[src/rtl/keccak_pad_pkg.sv]
// Shared types and constants for the Keccak SHA-3 padding front-end.
// Latency: n/a (types only).
// Backpressure: n/a.
// state_t is the 5x5 lane state also consumed by the sponge core.
package keccak_pad_pkg;

  typedef logic [63:0] lane_t;

  // lane k = x + 5y lives at [x][y]
  typedef lane_t [0:4][0:4] state_t;

  typedef enum logic [1:0] {
    FILL   = 2'd0,
    SEND   = 2'd1,
    PADBLK = 2'd2
  } fsm_t;

  localparam logic [7:0] PAD_FINAL          = 8'h80;
  localparam int         DEFAULT_RATE_LANES = 17;
  localparam logic [7:0] DEFAULT_DOMAIN     = 8'h06;

endpackage

[src/rtl/keccak_pad_lane.sv]
// Masks one input lane to its valid bytes and ORs in SHA-3 padding bytes.
// Latency: combinational.
// Backpressure: none (pure function of its inputs).
// Ports: word/nbytes = raw lane and valid low-byte count (>=8 means full lane);
//        insert_domain places DOMAIN at byte nbytes when nbytes<8;
//        insert_final ORs PAD_FINAL into byte 7; lane = result.
module keccak_pad_lane
  import keccak_pad_pkg::*;
#(
  parameter logic [7:0] DOMAIN = DEFAULT_DOMAIN
) (
  input  logic [63:0] word,
  input  logic [3:0]  nbytes,
  input  logic        insert_domain,
  input  logic        insert_final,
  output logic [63:0] lane
);

  always_comb begin
    lane = '0;
    for (int b = 0; b < 8; b++) begin
      if (b < int'(nbytes)) begin
        lane[8*b +: 8] = word[8*b +: 8];
      end else if (insert_domain && (b == int'(nbytes))) begin
        lane[8*b +: 8] = DOMAIN;
      end
    end
    // OR rather than overwrite so a domain byte at position 7 becomes 0x86
    if (insert_final) begin
      lane[63:56] = lane[63:56] | PAD_FINAL;
    end
  end

endmodule

[src/rtl/keccak_pad.sv]
// SHA-3 padder: packs 64-bit LE message words into rate blocks, pads, emits 5x5 state.
// Latency: block valid the cycle after the accepting edge of its completing word.
// Backpressure: holds blk_data/blk_last until blk_ready; in_ready low outside FILL.
// Ports: clk, rst (sync, active-high); in_data/in_bytes/in_last/in_valid/in_ready
//        message word stream; blk_data/blk_valid/blk_last/blk_ready block stream.
// Optional: define KECCAK_PAD_ERR_EN to add sticky output err and drop illegal words.
module keccak_pad
  import keccak_pad_pkg::*;
#(
  parameter int         WIDTH      = 64,
  parameter int         RATE_LANES = DEFAULT_RATE_LANES,
  parameter logic [7:0] DOMAIN     = DEFAULT_DOMAIN
) (
  input  logic                         clk,
  input  logic                         rst,
  input  logic [WIDTH-1:0]             in_data,
  input  logic [3:0]                   in_bytes,
  input  logic                         in_last,
  input  logic                         in_valid,
  output logic                         in_ready,
  output logic [0:4][0:4][WIDTH-1:0]   blk_data,
  output logic                         blk_valid,
  output logic                         blk_last,
  input  logic                         blk_ready
`ifdef KECCAK_PAD_ERR_EN
  ,
  output logic                         err
`endif
);

  localparam logic [4:0] LAST_LANE = 5'(RATE_LANES - 1);

  fsm_t       state;
  lane_t      lanes      [RATE_LANES];
  lane_t      fill_lanes [RATE_LANES];
  lane_t      pad_lanes  [RATE_LANES];
  logic [4:0] lane_cnt;
  logic       pad_pending;

  logic       accept;
  logic       drop;
  logic       word_full;
  logic       at_end;
  logic       pad_now;
  lane_t      lane_out;

  assign in_ready  = (state == FILL) && !rst;
  assign accept    = in_valid && in_ready;
  assign word_full = (in_bytes >= 4'd8);
  assign at_end    = (lane_cnt == LAST_LANE);

  // Padding fits in this block unless a full last word fills its final lane;
  // that case needs a separate pad-only block.
  assign pad_now   = in_last && !(word_full && at_end);

`ifdef KECCAK_PAD_ERR_EN
  assign drop = (in_bytes > 4'd8) || (!in_last && (in_bytes < 4'd8));
`else
  assign drop = 1'b0;
`endif

  keccak_pad_lane #(
    .DOMAIN (DOMAIN)
  ) u_lane (
    .word          (in_data),
    .nbytes        (in_bytes),
    .insert_domain (in_last),
    .insert_final  (pad_now && at_end),
    .lane          (lane_out)
  );

  // Buffer contents after accepting the current word.
  always_comb begin
    for (int i = 0; i < RATE_LANES; i++) begin
      fill_lanes[i] = lanes[i];
      if (i == int'(lane_cnt)) begin
        fill_lanes[i] = lane_out;
      end
      // A full last word pushes the domain byte into the following lane.
      if (in_last && word_full && (i == int'(lane_cnt) + 1)) begin
        fill_lanes[i][7:0] = fill_lanes[i][7:0] | DOMAIN;
      end
      // Final bit for a lane other than the one being written (the lane
      // module already handles the case where they coincide).
      if (pad_now && !at_end && (i == RATE_LANES - 1)) begin
        fill_lanes[i][63:56] = fill_lanes[i][63:56] | PAD_FINAL;
      end
    end
  end

  // Pad-only block: domain at lane 0 byte 0, final at last rate lane byte 7.
  always_comb begin
    for (int i = 0; i < RATE_LANES; i++) begin
      pad_lanes[i] = '0;
      if (i == 0) begin
        pad_lanes[i][7:0] = DOMAIN;
      end
      if (i == RATE_LANES - 1) begin
        pad_lanes[i][63:56] = pad_lanes[i][63:56] | PAD_FINAL;
      end
    end
  end

  always_ff @(posedge clk) begin
    if (rst) begin
      state       <= FILL;
      lane_cnt    <= '0;
      pad_pending <= 1'b0;
      blk_valid   <= 1'b0;
      blk_last    <= 1'b0;
      for (int i = 0; i < RATE_LANES; i++) begin
        lanes[i] <= '0;
      end
    end else begin
      case (state)
        FILL: begin
          if (accept && !drop) begin
            lanes <= fill_lanes;
            if (in_last || at_end) begin
              state       <= SEND;
              blk_valid   <= 1'b1;
              blk_last    <= pad_now;
              pad_pending <= in_last && !pad_now;
            end else begin
              lane_cnt <= lane_cnt + 5'd1;
            end
          end
        end
        SEND: begin
          if (blk_ready) begin
            for (int i = 0; i < RATE_LANES; i++) begin
              lanes[i] <= '0;
            end
            lane_cnt  <= '0;
            blk_valid <= 1'b0;
            blk_last  <= 1'b0;
            state     <= pad_pending ? PADBLK : FILL;
          end
        end
        PADBLK: begin
          lanes       <= pad_lanes;
          pad_pending <= 1'b0;
          blk_valid   <= 1'b1;
          blk_last    <= 1'b1;
          state       <= SEND;
        end
        default: begin
          state <= FILL;
        end
      endcase
    end
  end

`ifdef KECCAK_PAD_ERR_EN
  always_ff @(posedge clk) begin
    if (rst) begin
      err <= 1'b0;
    end else if (accept && drop) begin
      err <= 1'b1;
    end
  end
`endif

  // Lane k = x + 5y drives blk_data[x][y]; capacity lanes are tied to zero.
  for (genvar k = 0; k < 25; k++) begin : g_map
    if (k < RATE_LANES) begin : g_rate
      assign blk_data[k % 5][k / 5] = lanes[k];
    end else begin : g_cap
      assign blk_data[k % 5][k / 5] = '0;
    end
  end

endmodule

[config.mk]
export PLATFORM = sky130hd
export DESIGN_NAME = keccak_pad
export DESIGN_NICKNAME = d
export VERILOG_FILES = /design/src/rtl/keccak_pad_pkg.sv /design/src/rtl/keccak_pad_lane.sv /design/src/rtl/keccak_pad.sv
export SDC_FILE = /design/constraint.sdc
export NUM_CORES = 2
export LEC_CHECK = 0
export CORE_AREA = 2 2 643 645
export DETAILED_ROUTE_END_ITERATION = 7
export DIE_AREA = 0 0 645 647
export GPL_TIMING_DRIVEN = 0
export PLACE_DENSITY_LB_ADDON = 0.25
export SLEW_MARGIN = 20
export SYNTH_ARGS = -nofsm -noshare
export SYNTH_HDL_FRONTEND = slang
export SYNTH_HIERARCHICAL = 1
export SYNTH_SLANG_ARGS = --single-unit
[constraint.sdc]
create_clock -name clk -period 8.1 [get_ports clk]
set_input_delay 1.62 -clock clk [delete_from_list [all_inputs] [get_ports clk]]
set_output_delay 1.62 -clock clk [all_outputs]
set_load 0.005 [all_outputs]
==> results by group <==
Placement
  – Placed Area: around 67,000 um^2
  – Final GP Congestion: between 0.8 and 0.9
  – PortBufs: around 1,200
  – Dpl cells: 12,994
  – HPWL Detailed: around 310 mm

Timing
  – Max frequency: between 150 and 200 MHz
  – RSZ-0062 raised after global routing: no
  – Setup-failing EPs final: 0
  – Max Slew Vio Count: 0
  – Final Hold Vio Count: 0
  – Tcrit/Tclk final: 0.740
  – Relative slew slack: 0.190
  – Worst clock skew: between 50 and 60 ps
  – Slew @ Worst Pin: between 1000 and 1500 ps
  – Setup TNS: 0 ps
  – Minimum clock period: between 5000 and 6000 ps

Synth
  – Distinct cell type count after synthesis: 74
  – Post-synthesis sequential area ratio: 0.493
  – #FFs+latches synth: 1,098
  – EDFF count, synth: 0
  – Mean Syn Cell Area: 7.75 um^2
  – Ys Warns: 6
  – Yosys top cell area share: 0.493
  – Synthesized area: between 40,000 and 50,000 um^2
  – Top post-synthesis cells by area: dfxtp_1 (49%), nand2_1 (18%), a21oi_1 (12%), buf_4 (8.8%), clkbuf_1 (2.9%)
  – Cells after Synth: 5,761
  – Ys flop type: dfxtp_1
  – Synth area leader: dfxtp_1
  – Post-synth ARST share: 0

Final layout
  – Share of layout cells above drive strength 1: 0.151
  – Most common cell after layout, fill and taps aside: nand2_1
  – Cell area after layout: between 70,000 and 80,000 um^2
  – Non-filler cells, final: approximately 13,000
  – P&R area growth vs syn: 62.1%
  – Most frequent cells in the layout: nand2_1 (2,109), clkdlybuf4s50_1 (1,161), dfxtp_1 (1,098)
  – Layout Nets: about 7,800

Routing
  – Initial DRC Count: roughly 3,100
  – Routed Wire Length: 382 mm
  – DR WL/cell: between 20 and 30 um
  – Vias: 45,267
  – Detailed Routing Iterations Pass 1: 5
  – ANT nets after route: 0
  – DRC: 0
  – Drt via density: about 3.4

Global routing
  – Initial antenna violation count: ~100
  – Vias in the first global route: approximately 42,000
  – Total grt overflow: 0
  – Largest net degree at the start of global routing: 14
  – GRT Total Usage: 0.175
  – First-pass GRT wire length: around 470 mm

Critical path
  – Crit Path Class: in2out
  – Worst path cell trace: clkdlybuf4s50_1, clkbuf_2, buf_16, clkbuf_2, nor2b_1, clkdlybuf4s50_1
  – Crit path arrival time: roughly 4400 ps
  – Req. time, crit path: about 6500 ps
  – Worst path max stage delay: around 700 ps
  – Slowest-stage cell, CP: clkdlybuf4s50_1
  – Worst setup SP type: primary input
  – CP Max Fanout: 10
  – Nature of the critical path endpoint: output pin

Pwr
  – Power density cells: 217 nW/um^2
  – Leak: between 0.02 and 0.03 uW
  – VDD IR-drop max: around 140 uV
  – Power consumption: ~16,000 uW

Floorplanning
  – Die X: ~650 um
  – Die Y: 647 um
  – Area of the die: about 420,000 um^2
  – Io pins: 1,676
  – Starting Density: 0.109
  – Rows: 236
  – Core ar.: 411,000 um^2

Clock tree
  – Post CTS Setup Buffer Count: 0
  – H-tree depth: 4
  – Root Driver: clkbuf_16
  – Clk sinks: ~1,100
  – CTS tree: yes
  – Worst skew pair latency: between 800 and 900 ps
  – Clock-pin slew on the worst setup and hold paths: approximately 60 ps
  – Clock Tree Buf Depth: 4
  – Hold Buf Count CTS: 0
  – Resize count post-CTS: 0
  – Inserted Clock Buffers: 153

Flow run
  – Max-cap violations: 0

Status
  – Outcome: completed

Worst hold path
  – Worst hold path class: reg2reg
-- report_power, final --
group | internal [uW] | switching [uW]
sequential | 5610 | 124
clock | 4050 | 2970
combinational | 970 | 1990
-- final timing paths --
path                       from             to  slack, ps  cells after the start
setup / recovery            rst       in_ready       2110                      6
hold reg to reg   blk_data[511]  blk_data[511]        450                      2
hold / removal    blk_data[511]  blk_data[511]        450                      2
setup reg to reg       state[0]  blk_data[820]       4040                      9
-- sequential cells by signal (all words and copies together) (netlist names) --
name         count
blk_data      1088
lane_cnt         5
state            2
blk_last         1
blk_valid        1
pad_pending      1
-- layout make-up --
cell class                      instances  area, um^2
Fill cell                           46750      339000
Sequential cell                      1098       22000
Multi-Input combinational cell       4134       18500
Timing Repair Buffer                 1248       13600
Tap cell                             5474        6850
Buffer                               1019        6270
Clock buffer                          221        4370
Clock inverter                         43         619
Inverter                               21        78.8
Antenna cell                           22        55.1
-- stage by stage --
step,hold WS [ps],util,worst slack [ps]
final,451,0.176,2110
after global routing,463,0.176,1990
after floorplan,448,-,4260
after global placement,441,0.158,381
after CTS,453,0.176,1980
after detailed placement,446,0.164,1980
-- cells by family after synthesis --
group / synth area share
and+or+nand+nor: 0.214
other: 0.0000840
AOI/OAI and AO/OA: 0.144
DFF: 0.493
muxes: 0.00777
adders and majority gates: 0.00280
buffers and inverters: 0.138
-- cell usage after synthesis (5+ instances only) --
cell / number
buf_4: 522
a21o_1: 7
a21oi_1: 1072
mux2i_1: 29
o21ai_0: 19
clkbuf_1: 341
nor2_1: 48
nand2_1: 2117
dfxtp_1: 1098
nor2_4: 6
a21boi_0: 7
and2_1: 11
ha_1: 10
nor2b_1: 97
buf_6: 17
buf_2: 138
a31oi_1: 8
o211ai_1: 20
inv_1: 21
nand3_1: 13
a222oi_1: 12
nand4_1: 10
mux2_2: 5
a221oi_1: 7
nand2b_1: 20
-- metal layers --
layer  vias to the layer above  global-route usage  wire (um)
met5                         -                   0        190
met4                        30              0.0375       8880
met3                       345              0.0338      22500
met2                      1783               0.296     181000
met1                     21726               0.229     169000
li1                      21383                   -          -
-- critical path, delay by kind of cell --
family        cells  cell delay, ps
simple gates      1             340
buf+inv           5            2370
Note: power is estimated with default switching activity, not from simulation.
